## src/rtl/sentinel_auth_sequencer_pkg.sv

```systemverilog
// Shared types and constants for the Sentinel Lock authorization path.
// Latency: n/a (declarations only).
// Backpressure: n/a.
package sentinel_pkg;

    // Encoding doubles as the externally visible state_code
    typedef enum logic [1:0] {
        ST_LOCKED   = 2'd0,
        ST_CHECK    = 2'd1,
        ST_UNLOCKED = 2'd2,
        ST_LOCKOUT  = 2'd3
    } sentinel_state_t;

    localparam logic [7:0] SENTINEL_KEY = 8'hB6;

    // 7-segment glyphs used by the downstream display logic
    localparam logic [7:0] SegLocked   = 8'hC7;
    localparam logic [7:0] SegVerified = 8'hC1;
    localparam logic [7:0] SegOff      = 8'hFF;

endpackage

```

## src/rtl/sentinel_down_timer.sv

```systemverilog
// Loadable saturating down-counter shared by the session and lockout phases.
// Latency: load/decrement take effect at the next clock edge; zero is combinational from the count.
// Backpressure: none; en simply pauses the count.
module sentinel_down_timer #(
    parameter int CNT_W = 16
) (
    input  logic             clk,
    input  logic             rst_n,
    input  logic             load,
    input  logic [CNT_W-1:0] load_val,
    input  logic             en,
    output logic             zero
);

    logic [CNT_W-1:0] count;

    // Load has priority; decrement stops at zero so the count never wraps
    always_ff @(posedge clk) begin
        if (!rst_n) begin
            count <= '0;
        end else if (load) begin
            count <= load_val;
        end else if (en && (count != '0)) begin
            count <= count - CNT_W'(1);
        end
    end

    assign zero = (count == '0);

endmodule

```

## src/rtl/sentinel_auth_sequencer.sv

```systemverilog
// Key-attempt sequencer: compares attempts to KEY, counts failures, times lockout and unlock sessions.
// Latency: result (attempt_done/attempt_ok/unlocked/lockout) one cycle after the attempt is accepted.
// Backpressure: key_ready is high only in LOCKED with ena high; attempts presented otherwise are dropped.
module sentinel_auth_sequencer
    import sentinel_pkg::*;
#(
    parameter logic [7:0] KEY            = SENTINEL_KEY,
    parameter int         MAX_FAILS      = 3,
    parameter int         LOCKOUT_CYCLES = 1024,
    parameter int         SESSION_CYCLES = 4096,
    parameter int         CNT_W          = 16
) (
    input  logic                               clk,
    input  logic                               rst_n,
    input  logic                               ena,
    input  logic [7:0]                         key_in,
    input  logic                               key_valid,
    output logic                               key_ready,
    input  logic                               relock,
    output logic                               attempt_done,
    output logic                               attempt_ok,
    output logic                               unlocked,
    output logic                               lockout,
    output logic [$clog2(MAX_FAILS+1)-1:0]     fail_count,
    output logic [1:0]                         state_code
);

    sentinel_state_t  state;
    logic [7:0]       key_q;
    logic             key_match;
    logic             last_fail;
    logic             timer_load;
    logic [CNT_W-1:0] timer_load_val;
    logic             timer_en;
    logic             timer_zero;

    assign key_match  = (key_q == KEY);
    assign last_fail  = ((int'(fail_count) + 1) >= MAX_FAILS);
    // Held low while reset is asserted so nothing can be handed over mid-reset
    assign key_ready  = rst_n && ena && (state == ST_LOCKED);
    assign state_code = state;

    // Timer reload on leaving CHECK into a timed phase; count only while a timed phase runs
    always_comb begin
        timer_load     = 1'b0;
        timer_load_val = CNT_W'(LOCKOUT_CYCLES - 1);
        timer_en       = 1'b0;
        if (ena && (state == ST_CHECK) && (key_match || last_fail)) begin
            timer_load     = 1'b1;
            timer_load_val = key_match ? CNT_W'(SESSION_CYCLES - 1)
                                       : CNT_W'(LOCKOUT_CYCLES - 1);
        end
        if (ena && ((state == ST_UNLOCKED) || (state == ST_LOCKOUT))) begin
            timer_en = 1'b1;
        end
    end

    sentinel_down_timer #(
        .CNT_W (CNT_W)
    ) u_timer (
        .clk      (clk),
        .rst_n    (rst_n),
        .load     (timer_load),
        .load_val (timer_load_val),
        .en       (timer_en),
        .zero     (timer_zero)
    );

    // Main FSM with registered status outputs; everything freezes while ena is low
    always_ff @(posedge clk) begin
        if (!rst_n) begin
            state        <= ST_LOCKED;
            key_q        <= '0;
            fail_count   <= '0;
            attempt_done <= 1'b0;
            attempt_ok   <= 1'b0;
            unlocked     <= 1'b0;
            lockout      <= 1'b0;
        end else begin
            // attempt_done is a strict one-cycle pulse even if ena drops afterwards
            attempt_done <= 1'b0;
            if (ena) begin
                case (state)
                    ST_LOCKED: begin
                        if (key_valid) begin
                            key_q <= key_in;
                            state <= ST_CHECK;
                        end
                    end
                    ST_CHECK: begin
                        attempt_done <= 1'b1;
                        if (key_match) begin
                            attempt_ok <= 1'b1;
                            fail_count <= '0;
                            unlocked   <= 1'b1;
                            state      <= ST_UNLOCKED;
                        end else if (last_fail) begin
                            attempt_ok <= 1'b0;
                            fail_count <= '0;
                            lockout    <= 1'b1;
                            state      <= ST_LOCKOUT;
                        end else begin
                            attempt_ok <= 1'b0;
                            fail_count <= fail_count + 1'b1;
                            state      <= ST_LOCKED;
                        end
                    end
                    ST_UNLOCKED: begin
                        // relock and expiry in the same cycle collapse into one exit
                        if (relock || timer_zero) begin
                            unlocked <= 1'b0;
                            state    <= ST_LOCKED;
                        end
                    end
                    ST_LOCKOUT: begin
                        if (timer_zero) begin
                            lockout <= 1'b0;
                            state   <= ST_LOCKED;
                        end
                    end
                    default: state <= ST_LOCKED;
                endcase
            end
        end
    end

endmodule

```

## config.mk

```make
export PLATFORM = sky130hd
export DESIGN_NAME = sentinel_auth_sequencer
export DESIGN_NICKNAME = d
export VERILOG_FILES = /design/src/rtl/sentinel_auth_sequencer_pkg.sv /design/src/rtl/sentinel_down_timer.sv /design/src/rtl/sentinel_auth_sequencer.sv
export SDC_FILE = /design/constraint.sdc
export NUM_CORES = 1
export LEC_CHECK = 0
export CAP_MARGIN = 30
export CORE_MARGIN = 5
export CORE_UTILIZATION = 58
export DETAILED_ROUTE_END_ITERATION = 10
export GPL_ROUTABILITY_DRIVEN = 0
export PLACE_DENSITY_LB_ADDON = 0.2
export RECOVER_POWER = 100
export SYNTH_ARGS = -nofsm -noshare
export SYNTH_HDL_FRONTEND = slang
export SYNTH_HIERARCHICAL = 1
export SYNTH_SLANG_ARGS = --single-unit
```

## constraint.sdc

```tcl
create_clock -name clk -period 5.3 [get_ports clk]
set_input_delay 1.06 -clock clk [delete_from_list [all_inputs] [get_ports clk]]
set_output_delay 1.06 -clock clk [all_outputs]
set_load 0.01 [all_outputs]
```

==> impl_results.md, run 1 <==
* Final HPWL from detailed placement at 2.600 mm
* Synthesized instance count at 196
* Share of the synthesized area in the top cell type at 38.01%
* Synthesized area at 1685 µm²
* Data arrival time of the critical path at 3.17 ns
* Count of buffers from port buffering at 21
* CTS tree: built
* Highest clock frequency the design can meet at 236.4 MHz
* # setup viols final at 0
* WL met1 at 1.539 mm
* Least-Margin Pin Slew at 0.7118 ns
* First-pass GRT wire length at 6.134 mm
* H-tree level count at 2
* Share of async-settable or async-resettable flops after synthesis at 0%
* Antenna-violating nets left at 0
* Routed WL per cell at 13.71 µm
* Final Critical Period at 4.230 ns
* Global Route Usage Sum at 18.96%
* Antenna violations before repair at 0
* Areal power density over the cells at 208.8 nW/µm²
* Share of the yosys chip area belonging to registers at 38.01%
* Number of enable-type register cells in the synthesized netlist at 0
* VDD IR max at 0.0002295 V
* Mean cell area of the mapped netlist at 8.599 µm²
* Maximum clock skew at final layout at 0.004882 ns
* CP max FO at 18
* Hold Path Cell Cnt at 2
* CP endpoint kind: output pin
* Req. time, crit path at 4.24 ns
* Share of post-route cells with drive strength above 1 at 5.263%
* Number of buffers created by CTS at 5
* Total length of routed wires at 3.551 mm
* Synthesized-area fraction occupied by and/or/nand/nor cells at 26.87%
* Top cells by area in the synthesized netlist: dfxtp_1 38%, a21oi_1 5.9%, mux2i_1 5.9%, xnor2_1 5.7%, o21ai_0 5.6%
* Headroom to the max-slew limit at 52.50%
* Source-to-sink clock delay at the later pin of the worst-skew pair at 0.33 ns
* Number of cells upsized or downsized after cts at 0
* Global route overflow at 0
* Parity-gate share of the synthesized area counting xor and xnor cells at 5.716%
* Setup TNS at 0 ns
* Wire length on met2 at 1.794 mm
* Maximum number of pins on one net before global-route repair at 30
* Startpoint type of the worst setup path: input port
* Outcome: finished, final reports clean
* Met3 wire len at 141 µm
* Flop and latch count out of synthesis at 32
* Clock net sink count at 32
* Top flip-flop cell by instance count after synthesis: dfxtp_1
* Mux contribution to synthesized area at 5.939%
* Core box area at 2781 µm²
* Area fraction in compound gates after synthesis at 17.74%
* Via/cell ratio at 5.695
* Number of global-route vias before repair at 1,370
* Clock-pin slew on the worst setup and hold paths at 0.09 ns
* Ant diodes at 0
* Reported leakage power at 0.7256 nW
* Hold Fails Final Rpt at 0
* Worst hold slack at 0.4808 ns
* Combinational family with the most area after synthesis: simple AND/OR/NAND/NOR gates
* Max Cap Violations at 0
* Classification of the worst setup path: in2out
* Max Transition Viols Final at 0
* Number of ports placed on the die boundary at 22
* FILL cells at 246
* Violation count after the first detailed-route iteration at 59
* Width of the die at 63.91 µm
* Number of buffers added to fix hold violations after cts at 0
* Clock Tree Buf Depth at 2
* Die Footprint at 4084 µm²
* Hold crit path type: reg2reg
* Detailed-router iteration count before antenna repair at 4
* Area added between synthesis and finish at 17.67%
* Worst r2r path cells at 5
* Number of library cell types mapped by synthesis at 45
* Number of synthesis warnings at 6
* Die Height at 63.91 µm
* Nets at 242
* Starting utilization of the core area at 60.59%
* Root Buffer: clkbuf_4
* Highest layer used for signal routing: met4
* Post-synthesis share of cell area spent on full adders, half adders and majority gates at 0.7424%
* Portion of the clock cycle consumed by the worst path in the final layout at 79.81%
* Via total after detailed routing at 1,475
* Largest area contributor in the netlist: dfxtp_1
* Site Rows at 19
* Final routed DRC violation total at 0
* Post-CTS setup buffer count at 0
* RSZ-0062 raised after global routing: no
==> worst paths after layout <==
path / start / end / slack, ns
max: rst_n / key_ready / 1.07
min reg2reg: lockout$_SDFFE_PN0P_ / lockout$_SDFFE_PN0P_ / 0.48
min: lockout$_SDFFE_PN0P_ / lockout$_SDFFE_PN0P_ / 0.48
max reg2reg: u_timer/count[7]$_SDFFE_PN0P_ / state_code[0]$_SDFFE_PN0P_ / 3.03
==> flip-flops by register name (all words and copies together) (netlist names) <==
signal / count
u_timer/count: 16
key_q: 8
fail_count: 2
state_code: 2
attempt_done: 1
attempt_ok: 1
lockout: 1
unlocked: 1
==> placed cells by master, fill, tap and decap left out, types with 3 or more instances in the layout <==
master	instances
o211ai_1	3
o21ai_0	19
a21oi_1	20
mux2i_1	10
xnor2_1	11
nand2_1	10
nor2_1	20
clkdlybuf4s50_1	10
nor4_1	3
nor3_1	8
dlygate4sd3_1	11
dfxtp_1	32
clkbuf_4	5
and2_0	3
inv_1	8
nor2b_1	5
conb_1	14
==> where the power goes <==
group          internal (mW)  leakage (nW)  switching, mW
logic                 0.0187         0.439         0.0173
registers              0.245         0.259        0.00432
clock network         0.0488        0.0281         0.0803
==> critical path, cell delays in order <==
cell,delay [ns]
dlygate4sd3_1,0.85
inv_1,0.35
nor3_1,0.26
dlygate4sd3_1,0.64
==> layer usage <==
| metal | global-route usage, % | up-vias |
|---|---|---|
| met2 | 31.16 | 33 |
| met5 | 0 | - |
| met4 | 9.610 | 0 |
| met1 | 22.01 | 679 |
| met3 | 5.954 | 7 |
| li1 | - | 756 |
==> through the flow <==
step | cell area (µm²) | total power, mW | instances | utilization, % | setup WS (ns)
2_1_floorplan | 1730 | 0.2750 | 208 | - | 2.702
3_3_place_gp | 1939 | 0.2900 | 251 | 69.73 | 1.247
3_5_place_dp | 1947 | 0.2922 | 252 | 70.00 | 1.172
4_1_cts | 1993 | 0.4214 | 259 | 71.66 | 1.165
5_1_grt | 1983 | 0.4363 | 259 | 71.30 | 0.8758
6_report | 1983 | 0.4141 | 259 | 71.30 | 1.070
==> logic make-up after synthesis <==
logic type	count (synthesis)
simple gates	71
compound gates	52
flops	32
buf+inv	17
xor+xnor	11
mux	10
other cells	2
fa+ha+maj	1
==> area by class of cell <==
| type | count | area [µm²] | area share, % |
|---|---|---|---|
| multi-input combinational | 159 | 1013 | 51.10 |
| sequential | 32 | 640.6 | 32.30 |
| timing repair buffer | 22 | 214.0 | 10.79 |
| clock buffer | 6 | 41.29 | 2.082 |
| tap | 31 | 38.79 | 1.956 |
| inverter | 8 | 30.03 | 1.514 |
| clock inverter | 1 | 5.005 | 0.2524 |
==> cells in the mapped netlist (2+ instances only) <==
cell type	n
nor2b_1	5
a211oi_1	2
and3b_1	2
clkbuf_1	6
nand4_1	2
dfxtp_1	32
nand2_1	10
nor3b_1	2
or4_1	2
o21ai_0	19
xnor2_1	11
nor4_1	3
nor3_1	8
a21oi_1	20
nand3b_1	2
nor2_1	20
o211ai_1	3
conb_1	2
mux2i_1	10
o21a_1	2
inv_1	8
and2_1	2
Note: power is estimated with default switching activity, not from simulation.
==> inputs of run 2 (changes only) <==
--- a/config.mk
+++ b/config.mk
@@ -7,7 +7,7 @@
 export LEC_CHECK = 0
 export CAP_MARGIN = 30
 export CORE_MARGIN = 5
-export CORE_UTILIZATION = 58
+export CORE_UTILIZATION = 54
 export DETAILED_ROUTE_END_ITERATION = 10
 export GPL_ROUTABILITY_DRIVEN = 0
 export PLACE_DENSITY_LB_ADDON = 0.2
==> constraint.sdc (replaced) <==
create_clock -name clk -period 4.4 [get_ports clk]
set_input_delay 0.88 -clock clk [delete_from_list [all_inputs] [get_ports clk]]
set_output_delay 0.88 -clock clk [all_outputs]
set_load 0.01 [all_outputs]
==> run 2 against run 1 <==
Compared with the run above: first-iteration DRC count grew 42%; flip-flop and latch count is the same; critical path depth is the same; cell area grew 1.3%; clock power grew 35%; sequential share of layout area shrank 0.40 points; sequential power grew 20%; die area grew 6.2%; core utilization shrank 5.0 points; global-route usage shrank 0.76 points; count of clock-buffer cells in the layout grew 2.
==> impl_results.md, run 2 (same netlist as run 1, synthesis figures left out) <==
* Startpoint type of the worst setup path: input port
* Violation count after the first detailed-route iteration at 84 (+42%)
* Highest clock frequency the design can meet at 281.5 MHz
* Number of buffers created by CTS at 5 (unchanged)
* Detailed-router iteration count before antenna repair at 6 (+2)
* Count of buffers from port buffering at 21 (unchanged)
* Worst hold slack at 0.4719 ns (-0.008927 ns)
* Maximum number of pins on one net before global-route repair at 30 (unchanged)
* Die Footprint at 4338 µm² (+6.2%)
* Source-to-sink clock delay at the later pin of the worst-skew pair at 0.33 ns (about the same)
* Number of cells upsized or downsized after cts at 0 (unchanged)
* Non-Filler Cell Area, Final at 2008 µm² (+1.3%)
* Outcome: finished, final reports clean
* First-pass GRT wire length at 6.127 mm (-0.11%)
* Utilization of the core after routing at 66.32% (-5.0 points)
* Site Rows at 20 (+1)
* Number of global-route vias before repair at 1,393 (+1.7%)
* FILL cells at 262 (+6.5%)
* Core box area at 3028 µm² (+8.9%)
* Most common library cell in the layout ignoring fill and taps: dfxtp_1
* Number of buffers added to fix hold violations after cts at 0 (unchanged)
* Data arrival time of the critical path at 2.67 ns (-0.50 ns)
* Hold crit path type: reg2reg
* Max FFs per register at 16 (unchanged)
* Most flop-heavy register: u_timer/count
* Die Height at 65.87 µm (+3.1%)
* Total power draw at 0.5179 mW (+25%)
* Ant diodes at 0 (unchanged)
* Area added between synthesis and finish at 19.15%
* Global route overflow at 0 (unchanged)
* R2R setup slack at 2.22 ns (-0.81 ns)
* CP max FO at 18 (unchanged)
* Clock-pin slew on the worst setup and hold paths at 0.09 ns (about the same)
* Clock net sink count at 32 (unchanged)
* Antenna-violating nets left at 0 (unchanged)
* Headroom to the max-slew limit at 52.48% (about the same)
* Req. time, crit path at 3.52 ns (-0.72 ns)
* Max Cap Violations at 0 (unchanged)
* CTS tree: built
* Nets at 243 (+0.41%)
* Width of the die at 65.87 µm (+3.1%)
* Final Critical Period at 3.552 ns
* Portion of the clock cycle consumed by the worst path in the final layout at 80.73%
* Global Route Usage Sum at 18.20% (-0.76 points)
* H-tree level count at 2 (unchanged)
* Largest registers in the final layout: u_timer/count x16, key_q x8
* Final routed DRC violation total at 0 (unchanged)
* Post-CTS setup buffer count at 0 (unchanged)
* Number of ports placed on the die boundary at 22 (unchanged)
* RSZ-0062 raised after global routing: no
* Final HPWL from detailed placement at 2.589 mm (-0.40%)
* Antenna violations before repair at 0 (unchanged)
* CP endpoint kind: output pin
* Reported leakage power at 0.7311 nW (+0.76%)
* Routed WL per cell at 12.65 µm (-7.7%)
* Setup TNS at 0 ns (unchanged)
* Starting utilization of the core area at 55.66% (-4.9 points)
* Areal power density over the cells at 257.9 nW/µm² (+23%)
* Placement Cell Area at 1971 µm² (+1.2%)
* Clock Tree Buf Depth at 2 (unchanged)
* Least-Margin Pin Slew at 0.7120 ns (+0.0001987 ns)
* Commonest cells after routing, fill and taps aside: 32 x dfxtp_1, 21 x nor2_1, 20 x a21oi_1
* Via/cell ratio at 5.226 (-8.2%)
* Maximum clock skew at final layout at 0.004000 ns (-0.0008813 ns)
* Hold Fails Final Rpt at 0 (unchanged)
* Root Buffer: clkbuf_4
* Classification of the worst setup path: in2out
* Via total after detailed routing at 1,432 (-2.9%)
* Total length of routed wires at 3.467 mm (-2.4%)
* VDD IR max at 0.0002068 V (-9.9%)
* Max Transition Viols Final at 0 (unchanged)
* Share of post-route cells with drive strength above 1 at 4.783% (-0.48 points)
* # setup viols final at 0 (unchanged)
## run 2: cell count changes in the layout (fill, tap and decap cells not counted), sizes merged
cell	change
clkbuf	+3
clkinv	-1
## run 2: layout make-up
class,count,area (µm²),share of cell area [%]
multi-input cells,159,1006,50.09
clock buffers,8,58.81,2.928
well taps,44,55.05,2.741
flip-flops and latches,32,640.6,31.90
inverters,8,30.03,1.495
repair buffers,23,217.7,10.84
## run 2: per-layer routing
layer  global-route usage, %  part of all wire, %  routed length (µm)  vias up
li1                        -                    -                   -      747
met1                   21.32                   47                1624      656
met2                   31.41                   48                1676       24
met3                   5.442                  3.6                 125        5
met4                   5.959                  1.2                  40        0
met5                       0                    0                   0        -
## run 2: where the power goes
| group | switching, mW | internal (mW) |
|---|---|---|
| logic | 0.0209 | 0.0227 |
| clock network | 0.0955 | 0.0788 |
| registers | 0.00524 | 0.295 |
| total | 0.122 | 0.396 |
## run 2: critical path, cell delays in order
cell and delay, ns:
dlygate4sd3_1 0.86, inv_1 0.13, nor3_1 0.18, dlygate4sd3_1 0.62
## run 2: worst paths after layout
check	from	endpoint	depth (start not counted)
worst min-delay path	unlocked$_SDFFE_PN0P_	unlocked$_SDFFE_PN0P_	2
worst max register to register	u_timer/count[10]$_SDFFE_PN0P_	state_code[0]$_SDFFE_PN0P_	5
worst min register to register	unlocked$_SDFFE_PN0P_	unlocked$_SDFFE_PN0P_	2
worst max-delay path	rst_n	key_ready	4
## run 2: metrics by stage
stage / std cells / setup slack [ns]
floorplan: 208 / 2.162
global placement: 266 / 0.9968
detailed placement: 266 / 0.9567
CTS: 274 / 0.9378
global route: 274 / 0.7188
finish: 274 / 0.8477
